File: src/rtl/logic_array_pkg.sv
// Opcodes, sizing constants and the per-channel gate function shared by the logic array.
// Gate evaluation is purely combinational; the caller owns the result register.
package logic_array_pkg;

   localparam int OP_W         = 3;
   localparam int MAX_CHANNELS = 4;

   typedef enum logic [OP_W-1:0] {
      OP_AND    = 3'd0,
      OP_OR     = 3'd1,
      OP_XOR    = 3'd2,
      OP_NAND   = 3'd3,
      OP_NOR    = 3'd4,
      OP_XNOR   = 3'd5,
      OP_PASS   = 3'd6,
      OP_TOGGLE = 3'd7
   } op_t;

   // The counter only ever holds 0..depth-1 because it clears on the update cycle.
   function automatic int filter_cnt_width(input int depth);
      return (depth < 2) ? 1 : $clog2(depth);
   endfunction

   function automatic logic gate_eval(input op_t op, input logic a, input logic b,
                                      input logic cur, input logic a_prev);
      logic r;
      case (op)
         OP_AND:    r = a & b;
         OP_OR:     r = a | b;
         OP_XOR:    r = a ^ b;
         OP_NAND:   r = ~(a & b);
         OP_NOR:    r = ~(a | b);
         OP_XNOR:   r = ~(a ^ b);
         OP_PASS:   r = a;
         OP_TOGGLE: r = cur ^ (a & ~a_prev & b);
         default:   r = cur;
      endcase
      return r;
   endfunction

endpackage

File: src/rtl/logic_array_if.sv
// Tiny Tapeout style pin bundle for the logic array; the DUT takes the slave view.
interface logic_array_if;

   logic [7:0] ui_in;
   logic [7:0] uo_out;
   logic [7:0] uio_in;
   logic [7:0] uio_out;
   logic [7:0] uio_oe;
   logic       ena;

   modport master (output ui_in, output uio_in, output ena,
                   input  uo_out, input uio_out, input uio_oe);

   modport slave  (input  ui_in, input uio_in, input ena,
                   output uo_out, output uio_out, output uio_oe);

endinterface

File: src/rtl/la_input_filter.sv
// One-bit 2-flop synchroniser followed by a stability filter; output lags input by 2+FILTER_DEPTH cycles.
// FILTER_DEPTH = 0 leaves only the synchroniser; no backpressure.
module la_input_filter
   import logic_array_pkg::*;
#(
   parameter int FILTER_DEPTH = 2
) (
   input  logic clk,
   input  logic rst_n,
   input  logic raw,
   output logic clean
);

   logic [1:0] sync_ff;

   always_ff @(posedge clk or negedge rst_n) begin
      if (!rst_n) begin
         sync_ff <= '0;
      end else begin
         sync_ff <= {sync_ff[0], raw};
      end
   end

   generate
      if (FILTER_DEPTH == 0) begin : g_bypass
         assign clean = sync_ff[1];
      end else begin : g_filter
         localparam int CW = filter_cnt_width(FILTER_DEPTH);

         logic [CW-1:0] cnt;
         logic          filt;

         // Update on the cycle that completes FILTER_DEPTH consecutive differing samples.
         always_ff @(posedge clk or negedge rst_n) begin
            if (!rst_n) begin
               cnt  <= '0;
               filt <= 1'b0;
            end else if (sync_ff[1] == filt) begin
               cnt <= '0;
            end else if (cnt == CW'(FILTER_DEPTH - 1)) begin
               filt <= sync_ff[1];
               cnt  <= '0;
            end else begin
               cnt <= cnt + 1'b1;
            end
         end

         assign clean = filt;
      end
   endgenerate

endmodule

File: src/rtl/tt_um_logic_array.sv
// Multi-channel runtime-configurable gate array with serial config load and MSB readback.
// Operand to result: 3+FILTER_DEPTH edges; change pulse coincides with the result update; no backpressure.
module tt_um_logic_array
   import logic_array_pkg::*;
#(
   parameter int CHANNELS     = 4,
   parameter int FILTER_DEPTH = 2
) (
   input logic          clk,
   input logic          rst_n,
   logic_array_if.slave bus
);

   localparam int W = OP_W * CHANNELS;

   logic [CHANNELS-1:0] opnd_a;
   logic [CHANNELS-1:0] opnd_b;
   logic [2:0]          cfg_sync;
   logic [2:1]          strobe_prev;
   logic                shift_pulse;
   logic                latch_pulse;

   logic [W-1:0]        shift_reg;
   logic [W-1:0]        active_cfg;

   logic [CHANNELS-1:0] result;
   logic [CHANNELS-1:0] result_next;
   logic [CHANNELS-1:0] change;
   logic [CHANNELS-1:0] a_prev;
   logic [7:0]          uo_word;

   genvar g;
   generate
      for (g = 0; g < CHANNELS; g++) begin : g_chan
         la_input_filter #(.FILTER_DEPTH(FILTER_DEPTH)) u_filt_a (
            .clk   (clk),
            .rst_n (rst_n),
            .raw   (bus.ui_in[2*g]),
            .clean (opnd_a[g])
         );
         la_input_filter #(.FILTER_DEPTH(FILTER_DEPTH)) u_filt_b (
            .clk   (clk),
            .rst_n (rst_n),
            .raw   (bus.ui_in[2*g+1]),
            .clean (opnd_b[g])
         );
      end

      // Config pins only need metastability protection; edge detection does the rest.
      for (g = 0; g < 3; g++) begin : g_cfg
         la_input_filter #(.FILTER_DEPTH(0)) u_sync (
            .clk   (clk),
            .rst_n (rst_n),
            .raw   (bus.uio_in[g]),
            .clean (cfg_sync[g])
         );
      end
   endgenerate

   assign shift_pulse = cfg_sync[1] & ~strobe_prev[1];
   assign latch_pulse = cfg_sync[2] & ~strobe_prev[2];

   always_comb begin
      result_next = result;
      for (int n = 0; n < CHANNELS; n++) begin
         result_next[n] = gate_eval(op_t'(active_cfg[OP_W*n +: OP_W]),
                                    opnd_a[n], opnd_b[n], result[n], a_prev[n]);
      end
   end

   // A simultaneous latch sees shift_reg before this edge's shift lands.
   always_ff @(posedge clk or negedge rst_n) begin
      if (!rst_n) begin
         strobe_prev <= '0;
         shift_reg   <= '0;
         active_cfg  <= '0;
         result      <= '0;
         change      <= '0;
         a_prev      <= '0;
      end else begin
         strobe_prev <= cfg_sync[2:1];
         if (shift_pulse) begin
            shift_reg <= {shift_reg[W-2:0], cfg_sync[0]};
         end
         if (latch_pulse) begin
            active_cfg <= shift_reg;
         end
         result <= result_next;
         change <= result ^ result_next;
         a_prev <= opnd_a;
      end
   end

   always_comb begin
      uo_word                = '0;
      uo_word[CHANNELS-1:0]  = result;
      uo_word[4 +: CHANNELS] = change;
   end

   assign bus.uo_out  = uo_word;
   assign bus.uio_out = {shift_reg[W-1], 7'b000_0000};
   assign bus.uio_oe  = 8'b1000_0000;

   logic unused;
   assign unused = &{1'b0, bus.ena, bus.uio_in[7:3], bus.ui_in};

endmodule

File: src/flat_wrapper.sv
// flat-port wrapper written by rule: the top's interface ports become plain ports
module tt_um_logic_array_flat import logic_array_pkg::*;
#(
   parameter int CHANNELS     = 4,
   parameter int FILTER_DEPTH = 2
)
  (clk, rst_n, bus_ui_in, bus_uio_in, bus_ena, bus_uo_out, bus_uio_out, bus_uio_oe);
  logic_array_if bus_i ();
  input logic clk;
  input logic rst_n;
  input wire logic [$bits(bus_i.ui_in)-1:0] bus_ui_in;
  input wire logic [$bits(bus_i.uio_in)-1:0] bus_uio_in;
  input wire logic [$bits(bus_i.ena)-1:0] bus_ena;
  output wire logic [$bits(bus_i.uo_out)-1:0] bus_uo_out;
  output wire logic [$bits(bus_i.uio_out)-1:0] bus_uio_out;
  output wire logic [$bits(bus_i.uio_oe)-1:0] bus_uio_oe;
  assign bus_i.ui_in = bus_ui_in;
  assign bus_i.uio_in = bus_uio_in;
  assign bus_i.ena = bus_ena;
  assign bus_uo_out = bus_i.uo_out;
  assign bus_uio_out = bus_i.uio_out;
  assign bus_uio_oe = bus_i.uio_oe;
  tt_um_logic_array #(.CHANNELS(CHANNELS), .FILTER_DEPTH(FILTER_DEPTH)) u_core (.clk(clk), .rst_n(rst_n), .bus(bus_i));
endmodule
File: config.mk
export PLATFORM = sky130hd
export DESIGN_NAME = tt_um_logic_array_flat
export DESIGN_NICKNAME = d
export VERILOG_FILES = /design/src/rtl/logic_array_pkg.sv /design/src/rtl/logic_array_if.sv /design/src/rtl/la_input_filter.sv /design/src/rtl/tt_um_logic_array.sv /design/src/flat_wrapper.sv
export SDC_FILE = /design/constraint.sdc
export NUM_CORES = 1
export LEC_CHECK = 0
export ABC_CLOCK_PERIOD_IN_PS = 2300
export BUFFER_PORTS_ARGS = -buffer_cell sky130_fd_sc_hd__buf_2
export CORE_ASPECT_RATIO = 0.6
export CORE_UTILIZATION = 45
export CTS_BUF_LIST = sky130_fd_sc_hd__clkbuf_4
export CTS_CLUSTER_SIZE = 30
export DETAILED_ROUTE_END_ITERATION = 7
export SYNTH_ARGS = -nofsm -noshare
export SYNTH_HDL_FRONTEND = slang
export SYNTH_SLANG_ARGS = --single-unit
File: constraint.sdc
create_clock -name clk -period 2.3 [get_ports clk]
set_clock_uncertainty 0.05 [all_clocks]
set_input_delay 0.345 -clock clk [delete_from_list [all_inputs] [get_ports clk]]
set_output_delay 0.345 -clock clk [all_outputs]
set_load 0.005 [all_outputs]
==> metrics.yaml <==
outcome:
  status: "finished, violations left"
  violations: "design-rule violations"
sta:
  min_period_over_period: 0.816
  grt_setup_unrepaired: "false"
  final.min_clock_period_ps: 1880
  maxSlewViolCount: 0
  fmax_mhz: 533
  setup_viol_count_final: 0
  fin_tns_setup_ps: 0
  hold_viol: 0
flow_run:
  cap_violations: 0
global_routing:
  grt-ovfl-total: 0
  gr-usage-met2: 0.234
  grtUsageTotal: 0.156
  gr-usage-met1: 0.200
  grt.busiest_layer: "met2"
  gr-usage-met3: 0.0655
  grt_pass1_vias: 1915
  grt_pass1_wl_um: 8850
  grt_max_degree: 35
  antenna_found_initial: 0
critical_path:
  ff2ff_path_depth: 6
  crit_path_max_incr_delay_ps: 500
  path_cells: "inv_1, ha_1, nor2b_4, o31ai_4, a2111oi_0, or3_1"
  r2r-start: "u_core.g_chan[0].u_filt_a.clean$_DFFE_PN0P_"
  end_kind: "flip-flop"
  endpoint: "u_core.result[0]$_DFF_PN0_"
  startpoint_type: "flip-flop"
  critPathRequiredTime_ps: 2550
  slowest_stage: "dfrtp_1"
  arrival_ps: 2120
  critical_path_class: "reg -> reg"
  r2r-end: "u_core.result[0]$_DFF_PN0_"
  critPathLaunch: "u_core.g_chan[0].u_filt_a.clean$_DFFE_PN0P_"
  r2r_slack_ps: 420
  critPathMaxFanout: 8
die:
  io_pins: 43
  die_w_um: 112
  start_util: 0.475
  rows: 23
  die-area_um2: 7560
  coreArea_um2: 6820
  die_h_um: 67.7
synthesis:
  synth_top_flop_cell: "dfrtp_1"
  syn_area_per_cell_um2: 12.2
  ys_seq_elements: 76
  syn_area_um2: 3240
  synth.distinct_cells: 41
  synth_area_leaders: "dfrtp_1 (59%), mux2_2 (6.3%), buf_4 (3.7%)"
  ys_seq_area_frac: 0.587
  synth_fa_ha_area_frac: 0.0309
  synthMuxAreaShare: 0.0892
  synth-compound-area-share: 0.121
  yosysMostFrequentCell: "dfrtp_1"
  synth.largest_area_cell: "dfrtp_1"
  synth-xor-area-share: 0.0324
  synth_edf_count: 0
  synth_top_family_by_area: "compound AO/OA/AOI/OAI gates"
  synth_cells: 266
  async_flop_share: 1.00
  yosysWarnings: 0
  synth_top_area_share: 0.587
  synth_common_cells: "dfrtp_1 (76), o21ai_0 (21), mux2_2 (18), buf_4 (16)"
  synthSimpleGateAreaFrac: 0.0722
placed_design:
  port_buffers: 21
  dp_cells: 368
  dp.final_hpwl_um: 3330
  gp_congestion: 0.779
route:
  drc: 6
  avgViaCountPerCell: 4.97
  wl_um: 5110
  ant_nets: 0
  drt-initial-drc-count: 125
  dr.pass1.iters: 6
  vias: 1962
  avgRoutedWirePerCell_um: 12.9
pwr:
  p_per_area_nw_per_um2: 1250
  p_leak_nw: 1.63
  power_mw: 4.56
  ir_drop_uv: 548
layout:
  layout-drive-gt1-share: 0.201
  syn_to_final_growth_pct: 12.1
  nFillCells: 620
  stdcell_count: 395
  antenna_cells: 0
  nets: 331
clocking:
  cts_tree: "done"
  clkTransAtPathRegs_ps: 110
  clock_latency_ps: 410
  cts_root_buf: "clkbuf_4"
  cts_buffer_depth: 2
  cts_setup_buffers: 0
  htreeDepth: 3
  cts_sinks: 76
  numCtsBuffers: 9
min_path:
  hp-class: "reg -> reg"
[report_power, final]
group	total [mW]	internal, mW	switching (mW)	leakage [nW]
registers	2.30	1.78	0.515	0.915
clock network	0.754	0.316	0.437	0.0690
logic	1.50	0.803	0.700	0.648
total	4.56	2.90	1.65	1.63
[layout by cell type (no fill, tap or decap), drive strengths merged, types with 8 or more instances in the layout]
master / instances
inv: 14
buf: 25
clkbuf: 9
nor2: 12
nor2b: 13
ha: 8
conb: 15
dlygate4sd3: 12
dfrtp: 76
nand2: 13
mux2: 23
o21ai: 22
xnor2: 12
[final cells by class]
cell class | instances | area, um^2 | area share
multi-input combinational | 166 | 1180 | 0.324
tap | 87 | 109 | 0.0300
clock inverter | 6 | 56.3 | 0.0155
inverter | 14 | 52.6 | 0.0145
sequential | 76 | 1900 | 0.523
clock buffer | 9 | 67.6 | 0.0186
timing repair buffer | 37 | 270 | 0.0744
[worst max-delay path, delay by kind of cell (launching register included)]
family                   cells  cell delay (ps)
AO/OA/AOI/OAI                2              350
adder cells (fa/ha/maj)      1              350
buffers and inverters        1              110
flip-flops                   1              500
AND/OR/NAND/NOR              2              410
[per-stage QoR]
step | instance area (um^2) | worst slack [ps] | util | hold slack, ps
after CTS | 3630 | 418 | 0.533 | 311
final | 3630 | 424 | 0.533 | 309
after global routing | 3630 | 312 | 0.533 | 318
after global placement | 3390 | 475 | 0.497 | 280
after floorplan | 3290 | 574 | - | -0.591
after detailed placement | 3390 | 441 | 0.497 | 277
[metal layers]
layer  up-vias  wire length [um]
met3         8               172
met1       942              2730
met2        44              2140
met5         -                 0
li1        968                 -
met4         0                72
[timing repair]
item | CTS | global route
hold buffers | 12 | 0
hold endpoints to repair | 43 | 0
setup endpoints to repair | 0 | 0
gates resized for setup | 0 | 0
[worst min path at each step]
stage,start,end,slack (ps),depth (start not counted)
detailed placement,rst_n,u_core.g_chan[3].u_filt_b.g_filter.cnt$_DFF_PN0_,280,1
CTS,u_core.g_cfg[0].u_sync.sync_ff[0]$_DFF_PN0_,u_core.g_cfg[0].u_sync.sync_ff[1]$_DFF_PN0_,310,0
global route,u_core.g_chan[0].u_filt_a.sync_ff[0]$_DFF_PN0_,u_core.g_chan[0].u_filt_a.sync_ff[1]$_DFF_PN0_,320,0
floorplan,rst_n,u_core.a_prev[0]$_DFF_PN0_,-0.6,0
finish,u_core.g_cfg[1].u_sync.sync_ff[0]$_DFF_PN0_,u_core.g_cfg[1].u_sync.sync_ff[1]$_DFF_PN0_,310,0
global placement,rst_n,u_core.g_chan[3].u_filt_b.g_filter.cnt$_DFF_PN0_,280,1
[logic make-up (layout without fill, tap and decap cells)]
kind of cell | after synthesis | count (layout)
mux | 26 | 26
xor+xnor | 12 | 12
compound gates | 58 | 58
buf+inv | 37 | 66
other cells | 2 | 15
fa+ha+maj | 8 | 8
flops | 76 | 76
simple gates | 47 | 47
Power figures use the tool's default switching activity.
